### src/rtl/rr_mux_arbiter_pkg.sv
// Shared definitions for the round-robin mux arbiter: FSM state encodings
// and the width helper used to size the burst counter.
package rr_mux_arbiter_pkg;

    // Arbiter ownership state. OWNk means source k won the most recent transfer.
    typedef enum logic [1:0] {
        IDLE = 2'd0,
        OWN0 = 2'd1,
        OWN1 = 2'd2
    } arb_state_t;

    // Ceiling log2 for elaboration-time widths; returns at least 1 bit.
    function automatic int clog2_fn(input int value);
        int r;
        r = 0;
        while ((1 << r) < value) begin
            r = r + 1;
        end
        if (r == 0) begin
            r = 1;
        end
        return r;
    endfunction

endpackage

### src/rtl/mux_2_1_bus.sv
// Plain 2:1 bus multiplexer: picks b when sel is high, a otherwise.
module mux_2_1_bus #(
    parameter int WIDTH = 8
) (
    input  logic [WIDTH-1:0] a,
    input  logic [WIDTH-1:0] b,
    input  logic             sel,
    output logic [WIDTH-1:0] y
);

    // Pure combinational select feeding the output register.
    always_comb begin
        y = sel ? b : a;
    end

endmodule

### src/rtl/rr_mux_arbiter.sv
// Two-source round-robin arbiter sharing one 2:1 datapath mux.
// A source keeps the grant for up to MAX_HOLD back-to-back transfers while
// the other side waits, then the grant rotates. The chosen word is captured
// in a single output register with valid/ready backpressure.
//
// Handshake: a word moves from a source when its valid and ready are both
// high at a rising edge; the output word moves when out_valid and out_ready
// are both high. Sources never make valid depend on ready and hold valid and
// data stable until accepted. Readys are combinational from out_ready, both
// valids and the registered state; both are low while the output stalls.
module rr_mux_arbiter
    import rr_mux_arbiter_pkg::*;
#(
    parameter int WIDTH    = 8,
    parameter int MAX_HOLD = 4
) (
    input  logic             clk,
    input  logic             rst_n,
    input  logic             in0_valid,
    input  logic [WIDTH-1:0] in0_data,
    output logic             in0_ready,
    input  logic             in1_valid,
    input  logic [WIDTH-1:0] in1_data,
    output logic             in1_ready,
    output logic             out_valid,
    output logic [WIDTH-1:0] out_data,
    input  logic             out_ready,
    output logic             out_src
);

    localparam int                HOLD_W   = clog2_fn(MAX_HOLD + 1);
    localparam logic [HOLD_W-1:0] HOLD_MAX = HOLD_W'(MAX_HOLD);

    arb_state_t        state;
    logic [HOLD_W-1:0] hold_cnt;
    logic              last;

    logic              load;
    logic              win_valid;
    logic              win_sel;
    logic              own_valid;
    logic              other_valid;
    logic              owner_idx;
    logic              owner_match;
    logic [WIDTH-1:0]  mux_out;

    // The output register may take a new word when empty or being drained.
    always_comb begin
        load = !out_valid || out_ready;
    end

    // Winner selection: owner keeps the grant until its burst budget is
    // spent, then yields if the other side is waiting; an idle arbiter
    // breaks ties against the most recently granted source.
    always_comb begin
        win_valid   = 1'b0;
        win_sel     = 1'b0;
        owner_idx   = (state == OWN1);
        own_valid   = owner_idx ? in1_valid : in0_valid;
        other_valid = owner_idx ? in0_valid : in1_valid;
        case (state)
            OWN0, OWN1: begin
                if (own_valid && (hold_cnt < HOLD_MAX)) begin
                    win_valid = 1'b1;
                    win_sel   = owner_idx;
                end else if (other_valid) begin
                    win_valid = 1'b1;
                    win_sel   = !owner_idx;
                end else if (own_valid) begin
                    win_valid = 1'b1;
                    win_sel   = owner_idx;
                end
            end
            default: begin
                if (in0_valid && in1_valid) begin
                    win_valid = 1'b1;
                    win_sel   = !last;
                end else if (in0_valid) begin
                    win_valid = 1'b1;
                    win_sel   = 1'b0;
                end else if (in1_valid) begin
                    win_valid = 1'b1;
                    win_sel   = 1'b1;
                end
            end
        endcase
        owner_match = ((state == OWN0) && !win_sel) || ((state == OWN1) && win_sel);
    end

    // Accept only from the winner, and only when the output can load.
    always_comb begin
        in0_ready = load && win_valid && !win_sel;
        in1_ready = load && win_valid && win_sel;
    end

    mux_2_1_bus #(
        .WIDTH (WIDTH)
    ) u_mux (
        .a   (in0_data),
        .b   (in1_data),
        .sel (win_sel),
        .y   (mux_out)
    );

    // Ownership FSM, burst counter and output register updated together.
    always_ff @(posedge clk or negedge rst_n) begin
        if (!rst_n) begin
            state     <= IDLE;
            hold_cnt  <= '0;
            last      <= 1'b1;
            out_valid <= 1'b0;
            out_data  <= '0;
            out_src   <= 1'b0;
        end else if (load) begin
            if (win_valid) begin
                out_data  <= mux_out;
                out_src   <= win_sel;
                out_valid <= 1'b1;
                state     <= win_sel ? OWN1 : OWN0;
                last      <= win_sel;
                if (owner_match) begin
                    if (hold_cnt < HOLD_MAX) begin
                        hold_cnt <= hold_cnt + HOLD_W'(1);
                    end
                end else begin
                    hold_cnt <= HOLD_W'(1);
                end
            end else begin
                out_valid <= 1'b0;
                state     <= IDLE;
                hold_cnt  <= '0;
            end
        end
    end

endmodule

### config.mk
export PLATFORM = sky130hd
export DESIGN_NAME = rr_mux_arbiter
export DESIGN_NICKNAME = d
export VERILOG_FILES = /design/src/rtl/rr_mux_arbiter_pkg.sv /design/src/rtl/mux_2_1_bus.sv /design/src/rtl/rr_mux_arbiter.sv
export SDC_FILE = /design/constraint.sdc
export NUM_CORES = 1
export LEC_CHECK = 0
export ABC_AREA = 1
export CAP_MARGIN = 25
export CORE_MARGIN = 5
export CORE_UTILIZATION = 45
export CTS_CLUSTER_SIZE = 28
export DETAILED_ROUTE_END_ITERATION = 16
export PLACE_DENSITY_LB_ADDON = 0.2
export SYNTH_ARGS = -nofsm -noshare
export SYNTH_HDL_FRONTEND = slang
export SYNTH_SLANG_ARGS = --single-unit
### constraint.sdc
create_clock -name clk -period 2.2 [get_ports clk]
set_input_delay 0.22 -clock clk [delete_from_list [all_inputs] [get_ports clk]]
set_output_delay 0.22 -clock clk [all_outputs]
set_load 0.03 [all_outputs]
## Yosys cells after proc, flatten, opt, wreduce, memory -nomap -nowiden

Index checks and enable logic that the tools add are counted.

| cells by class | value |
|---|---|
| add/sub/neg operators | 1 |
| multiply operators | 0 |
| div/mod/pow operators | 0 |
| order comparisons | 1 |
| eq/ne operators | 3 |
| shifts and indexed selects | 0 |
| muxes and demuxes | 22 |
| bitwise operators | 0 |
| reductions and logical operators | 16 |

Operators with widths:

| kind | count |
|---|---|
| 2-to-1 mux 1 bit | 16 |
| 2-to-1 mux 3 bit | 3 |
| 2-to-1 mux 8 bit | 1 |
| logical AND 1 bit | 7 |
| logical NOT 1 bit | 4 |
| 2-to-1 mux 2 bit | 2 |
| AND reduction 2 bit | 2 |
| adder 3 x 1 -> 3 bit (second input constant) | 1 |
| < comparator 3 bit (second input constant) | 1 |
| != test 3 x 2 -> 1 bit (second input constant) | 1 |
| == test 2 x 1 -> 1 bit (second input constant) | 1 |
| == test 2 bit (second input constant) | 1 |
| logical OR 1 bit | 2 |
| OR reduction 2 bit | 1 |

| word-level totals | value |
|---|---|
| register bits after elaboration | 16 |
| bits in latches | 0 |
| bits in writable memories | 0 |
| bits in read-only memories | 0 |
| memories | 0 |

## Logic depth before layout (Yosys ltp)

| depth | value |
|---|---|
| depth in word-level cells | 11 |
| mapped depth | 11 |
| mapped depth without buffers | 11 |

## Hierarchy

From an unflattened synthesis, not the netlist that was laid out.

| unflattened totals | value |
|---|---|
| cells, all modules | 122 |
| area total of the unflattened synthesis | 889.6 µm² |

Modules (own cells, without submodules):

| module | instances | cells each | area each (µm²) | seq. area each (µm²) |
|---|---|---|---|---|
| rr_mux_arbiter | 1 | 96 | 784.5 | 401.6 |
| mux_2_1_bus | 1 | 26 | 105.1 | 0.0 |

## Worst setup path after synthesis

No wires, ideal clock.

| path | value |
|---|---|
| path kind | register -> output |
| start point | register state[0] |
| end point | output port in1_ready |
| arrival | 1.256 ns |
| required time | 1.980 ns |
| path slack | 0.724 ns |
| stages on the path, launching flop included | 8 |
| path through | dfrtp_1 inv_1 ha_1 nand3_1 nand2_1 inv_1 nand3_2 inv_2 |

| between the ends | value |
|---|---|
| cells in the longest elaborated chain, start to end | 8 |
| elaborated cells between the ends (all ways) | 17 |

Ends and longest elaborated chain:

| what | line | text |
|---|---|---|
| start: declaration | rr_mux_arbiter.sv:34 | `arb_state_t state;` |
| start signal: assignment | rr_mux_arbiter.sv:119 | `state <= win_sel ? OWN1 : OWN0;` |
| == test 2 bit | rr_mux_arbiter.sv:58, rr_mux_arbiter.sv:61 |  |
| 2-to-1 mux 1 bit | rr_mux_arbiter.sv:59 | `own_valid = owner_idx ? in1_valid : in0_valid;` |
| 2-to-1 mux 1 bit | rr_mux_arbiter.sv:69 | `end else if (own_valid) begin` |
| 2-to-1 mux 1 bit | rr_mux_arbiter.sv:66 | `end else if (other_valid) begin` |
| 2-to-1 mux 1 bit | rr_mux_arbiter.sv:63 | `if (own_valid && (hold_cnt < HOLD_MAX)) begin` |
| 2-to-1 mux 1 bit | rr_mux_arbiter.sv:61 | `case (state)` |
| logical AND 1 bit | rr_mux_arbiter.sv:93 | `in1_ready = load && win_valid && win_sel;` |
| logical AND 1 bit (*) | rr_mux_arbiter.sv:93 |  |
| end: declaration | rr_mux_arbiter.sv:24 | `output logic in1_ready,` |

Every way passes the cells marked *; elsewhere a longest branch is shown, timed or not.

## Final worst setup path

Same ends and word-level chain as after synthesis.

==> impl_summary.txt <==
----------------------------------------------------
[Run status]
  Result of the run ... complete, no violations

[Floorplan]
  Height of the chip ... 53.4 um
  Overall die width ... 53.4 um
  Die area ... 2850 um2
  Area of the core region ... 1760 um2
  Initial core utilization ... about half
  Core Rows ... 15
  Top Ports ... 33

[Timing]
  Final number of setup-violating endpoints ... 0
  Clk_skew ... approximately 0.0073 ns
  Worst-margin pin slew ... 0.700 ns
  Number of max-slew violations in the final report ... 0
  Hold Fails Final Rpt ... 0
  Setup repair after global routing missed its margin ... false
  Smallest hold slack ... 0.344 ns
  Final sum of negative setup slack ... 0 ns
  Max transition margin ... 53.2%
  Portion of the clock cycle consumed by the worst path in the final layout ... 91.1%
  Final min period ... approximately 2 ns
  Highest attainable clock frequency ... 0.499 GHz

[Finish]
  Seq. cell area ... 402 um2
  N_diodes ... 0
  Layout net count ... between 150 and 200
  Layout Area Growth over Synthesis ... 45.2%
  Multi-input gate area ... 393 um2
  Ratio of cells with drive above 1 in the final layout ... 14.6%
  Finished layout cell area ... approximately 1200 um2
  Filler Cell Count ... 163
  Count of placed standard cells in the final layout, fillers left out ... 162

[Worst setup path]
  Crit path max-delay family ... buffers and inverters
  Critical Path Sink Type ... output port
  Cell at the slowest stage of the critical path ... sky130_fd_sc_hd__dfrtp_1
  CP cell instances ... inv_1 -> ha_1 -> nand3_1 -> nand2_1 -> inv_1 -> nand3_2 -> inv_2 -> buf_4
  Stage delay of the slowest cell on the critical path ... 0.35 ns
  Buffers plus inverters on the worst setup path ... 4
  Data arrival time of the worst path ... between 1.5 and 2 ns
  Kind of critical path ... reg2out
  Critical-path maximum fanout ... 9
  CP startpoint kind ... flop
  Data required time of the critical path ... just under 2 ns
  Cell occurring most often along the worst timing path ... sky130_fd_sc_hd__inv_1

[Placed design]
  Placed Instances ... 158
  Routability-driven placement congestion ratio ... 0.822
  IO Port Bufs ... 32
  Final HPWL DP ... between 1500 and 2000 um
  Placed cell areas ... roughly 1200 um2

[Route]
  Highest metal layer used by the detailed router ... met4
  Wire length on met2 ... 943 um
  Drt total wl ... between 1500 and 2000 um
  1st-pass router iterations ... 4
  Routed met3 length ... 191 um
  Met1 wire length ... 777 um
  Antenna-violating nets left ... 0
  Vias per cell ... between 4 and 5
  Via count ... ~780
  Number of DRC markers in iteration 0 ... 13
  Residual DRC ... 0
  Drt wl/cell ... 12.1 um

[Global routing]
  Overall track demand over capacity in global routing ... approximately 16%
  Pin count of the biggest net entering global routing ... 17
  Number of antenna violations at the first check in global routing ... 0
  GR Overflow Total ... 0
  Number of global-route vias before repair ... 754
  Global-route wire length before repair ... around 3200 um

[Clocking]
  # clock sinks ... 16
  CTS tree ... built
  Total clock buffers created by CTS ... 3
  Clock transition at path regs ... 0.09 ns
  Post-cts repair resize count ... 0
  H-tree depth ... 1
  Post-CTS setup-driven buffer insertion count ... 0
  Clock root cell ... sky130_fd_sc_hd__clkbuf_4
  Clock latency on the worst-skew pair ... roughly 0.29 ns
  Maximum buffer depth of the clock tree ... 2
  # hold bufs at CTS ... 0

[Yosys]
  YS warnings ... 0
  FFs w/ async S/R, synth ... 100%
  Post-synth top cells ... 37 x sky130_fd_sc_hd__nand2_1, 15 x sky130_fd_sc_hd__dfrtp_1, 12 x sky130_fd_sc_hd__nand3_1
  Register area share after synthesis ... a little under half
  Unique cell type count in the Yosys netlist ... 17
  Most repeated cell in the gate-level netlist after synthesis ... sky130_fd_sc_hd__nand2_1
  Share of the synthesized area in compound gates (AO/OA/AOI/OAI) ... roughly 2.4%
  Number of storage elements in the synthesis netlist ... 16
  Synth Flop Type ... sky130_fd_sc_hd__dfrtp_1
  Synth top area cells ... sky130_fd_sc_hd__dfrtp_1 44%, sky130_fd_sc_hd__nand2_1 16%, sky130_fd_sc_hd__nand3_1 7.1%
  Main combinational cell family by area after synthesis ... simple AND/OR/NAND/NOR gates
  Post-synth EDFFs ... 0
  Largest area contributor in the synthesized netlist ... sky130_fd_sc_hd__dfrtp_1
  Adder-cell area share of the yosys netlist ... 5.91%
  Mapped Area ... 847 um2
  Synthesized instance count ... 101
  Share of the synthesized area in the top cell type ... around 44%
  Post-synthesis xor/xnor area fraction ... 0%
  Share of synthesized area spent on multiplexers ... 0%
  Avg Synthesized Cell Area ... 8.39 um2
  Area share of and/or/nand/nor cells after synthesis ... a little under two fifths
  Synthesized netlist net count ... 126

[Worst hold path]
  Type of the worst min-delay path ... in2async

[Power]
  Pwr dens ... 858 nW/um2
  Leakage dissipation ... 0.605 nW
  Worst ir drop on vdd ... between 0.5 and 0.6 mV
  Total Power Consumption ... 1.06 mW

[Job]
  Maximum Capacitance Violations ... 0

----------------------------------------------------
worst paths after layout:
path                                  start           to  slack (ns)  cells after the start
worst min-delay path                  rst_n  out_data[6]        0.34                      1
max in group asynchronous             rst_n  hold_cnt[2]        1.41                      1
worst min register to register         last         last        0.48                      2
worst max register to register     state[0]  hold_cnt[0]        0.62                     10
worst max-delay path               state[0]    in1_ready        0.20                      8
min in group clk                in0_data[7]  out_data[7]        0.47                      3
routing by layer:
layer	vias to the layer above	track usage [%]
met5	-	0
met4	0	8.94
met3	5	6.76
met2	28	27.8
met1	355	16.2
li1	388	-
stage by stage:
| stage | utilization [%] | setup slack (ns) |
|---|---|---|
| after CTS | 69.7 | 0.165 |
| after global placement | 67.7 | 0.487 |
| after global routing | 69.7 | 0.0442 |
| final | 69.7 | 0.196 |
| after floorplan | - | 0.724 |
| after detailed placement | 67.7 | 0.467 |
cells by family after synthesis:
| group | count (synthesis) |
|---|---|
| buf+inv | 14 |
| fa+ha+maj | 4 |
| simple gates | 63 |
| compound gates | 4 |
| flops | 16 |
state kept, by name, summed over array words and instances, names as in the netlist:
name / cells
out_data: 8
last: 1
out_valid: 1
out_src: 1
hold_cnt: 3
state: 2
layout make-up:
cell class,count,area share [%]
repair buffers,32,25.6
well taps,25,2.54
multi-input cells,71,31.9
flip-flops and latches,16,32.7
clock buffers,4,2.95
inverters,14,4.27
report_power, final:
| group | internal, mW | switching, mW | total, mW | leakage, nW |
|---|---|---|---|---|
| Combinational | 0.187 | 0.269 | 0.456 | 0.389 |
| Sequential | 0.364 | 0.0419 | 0.406 | 0.195 |
| Clock | 0.101 | 0.0925 | 0.193 | 0.0210 |
| Total | 0.652 | 0.404 | 1.06 | 0.605 |
cell usage in the layout (no fill, tap or decap):
cell / n
sky130_fd_sc_hd__inv_2: 2
sky130_fd_sc_hd__clkinv_1: 1
sky130_fd_sc_hd__clkbuf_4: 3
sky130_fd_sc_hd__dfrtp_1: 15
sky130_fd_sc_hd__clkbuf_8: 1
sky130_fd_sc_hd__o21ai_0: 2
sky130_fd_sc_hd__clkdlybuf4s50_1: 30
sky130_fd_sc_hd__inv_1: 11
sky130_fd_sc_hd__nor2_4: 1
sky130_fd_sc_hd__nor2_1: 3
sky130_fd_sc_hd__a21oi_1: 2
sky130_fd_sc_hd__nand2_1: 37
sky130_fd_sc_hd__nand2_2: 3
sky130_fd_sc_hd__ha_1: 4
sky130_fd_sc_hd__nand4_2: 1
sky130_fd_sc_hd__nand3_4: 1
sky130_fd_sc_hd__nand2_4: 2
sky130_fd_sc_hd__buf_4: 2
sky130_fd_sc_hd__nand3_1: 12
sky130_fd_sc_hd__dfstp_2: 1
sky130_fd_sc_hd__nand3_2: 3
Note: power is estimated with default switching activity, not from simulation.
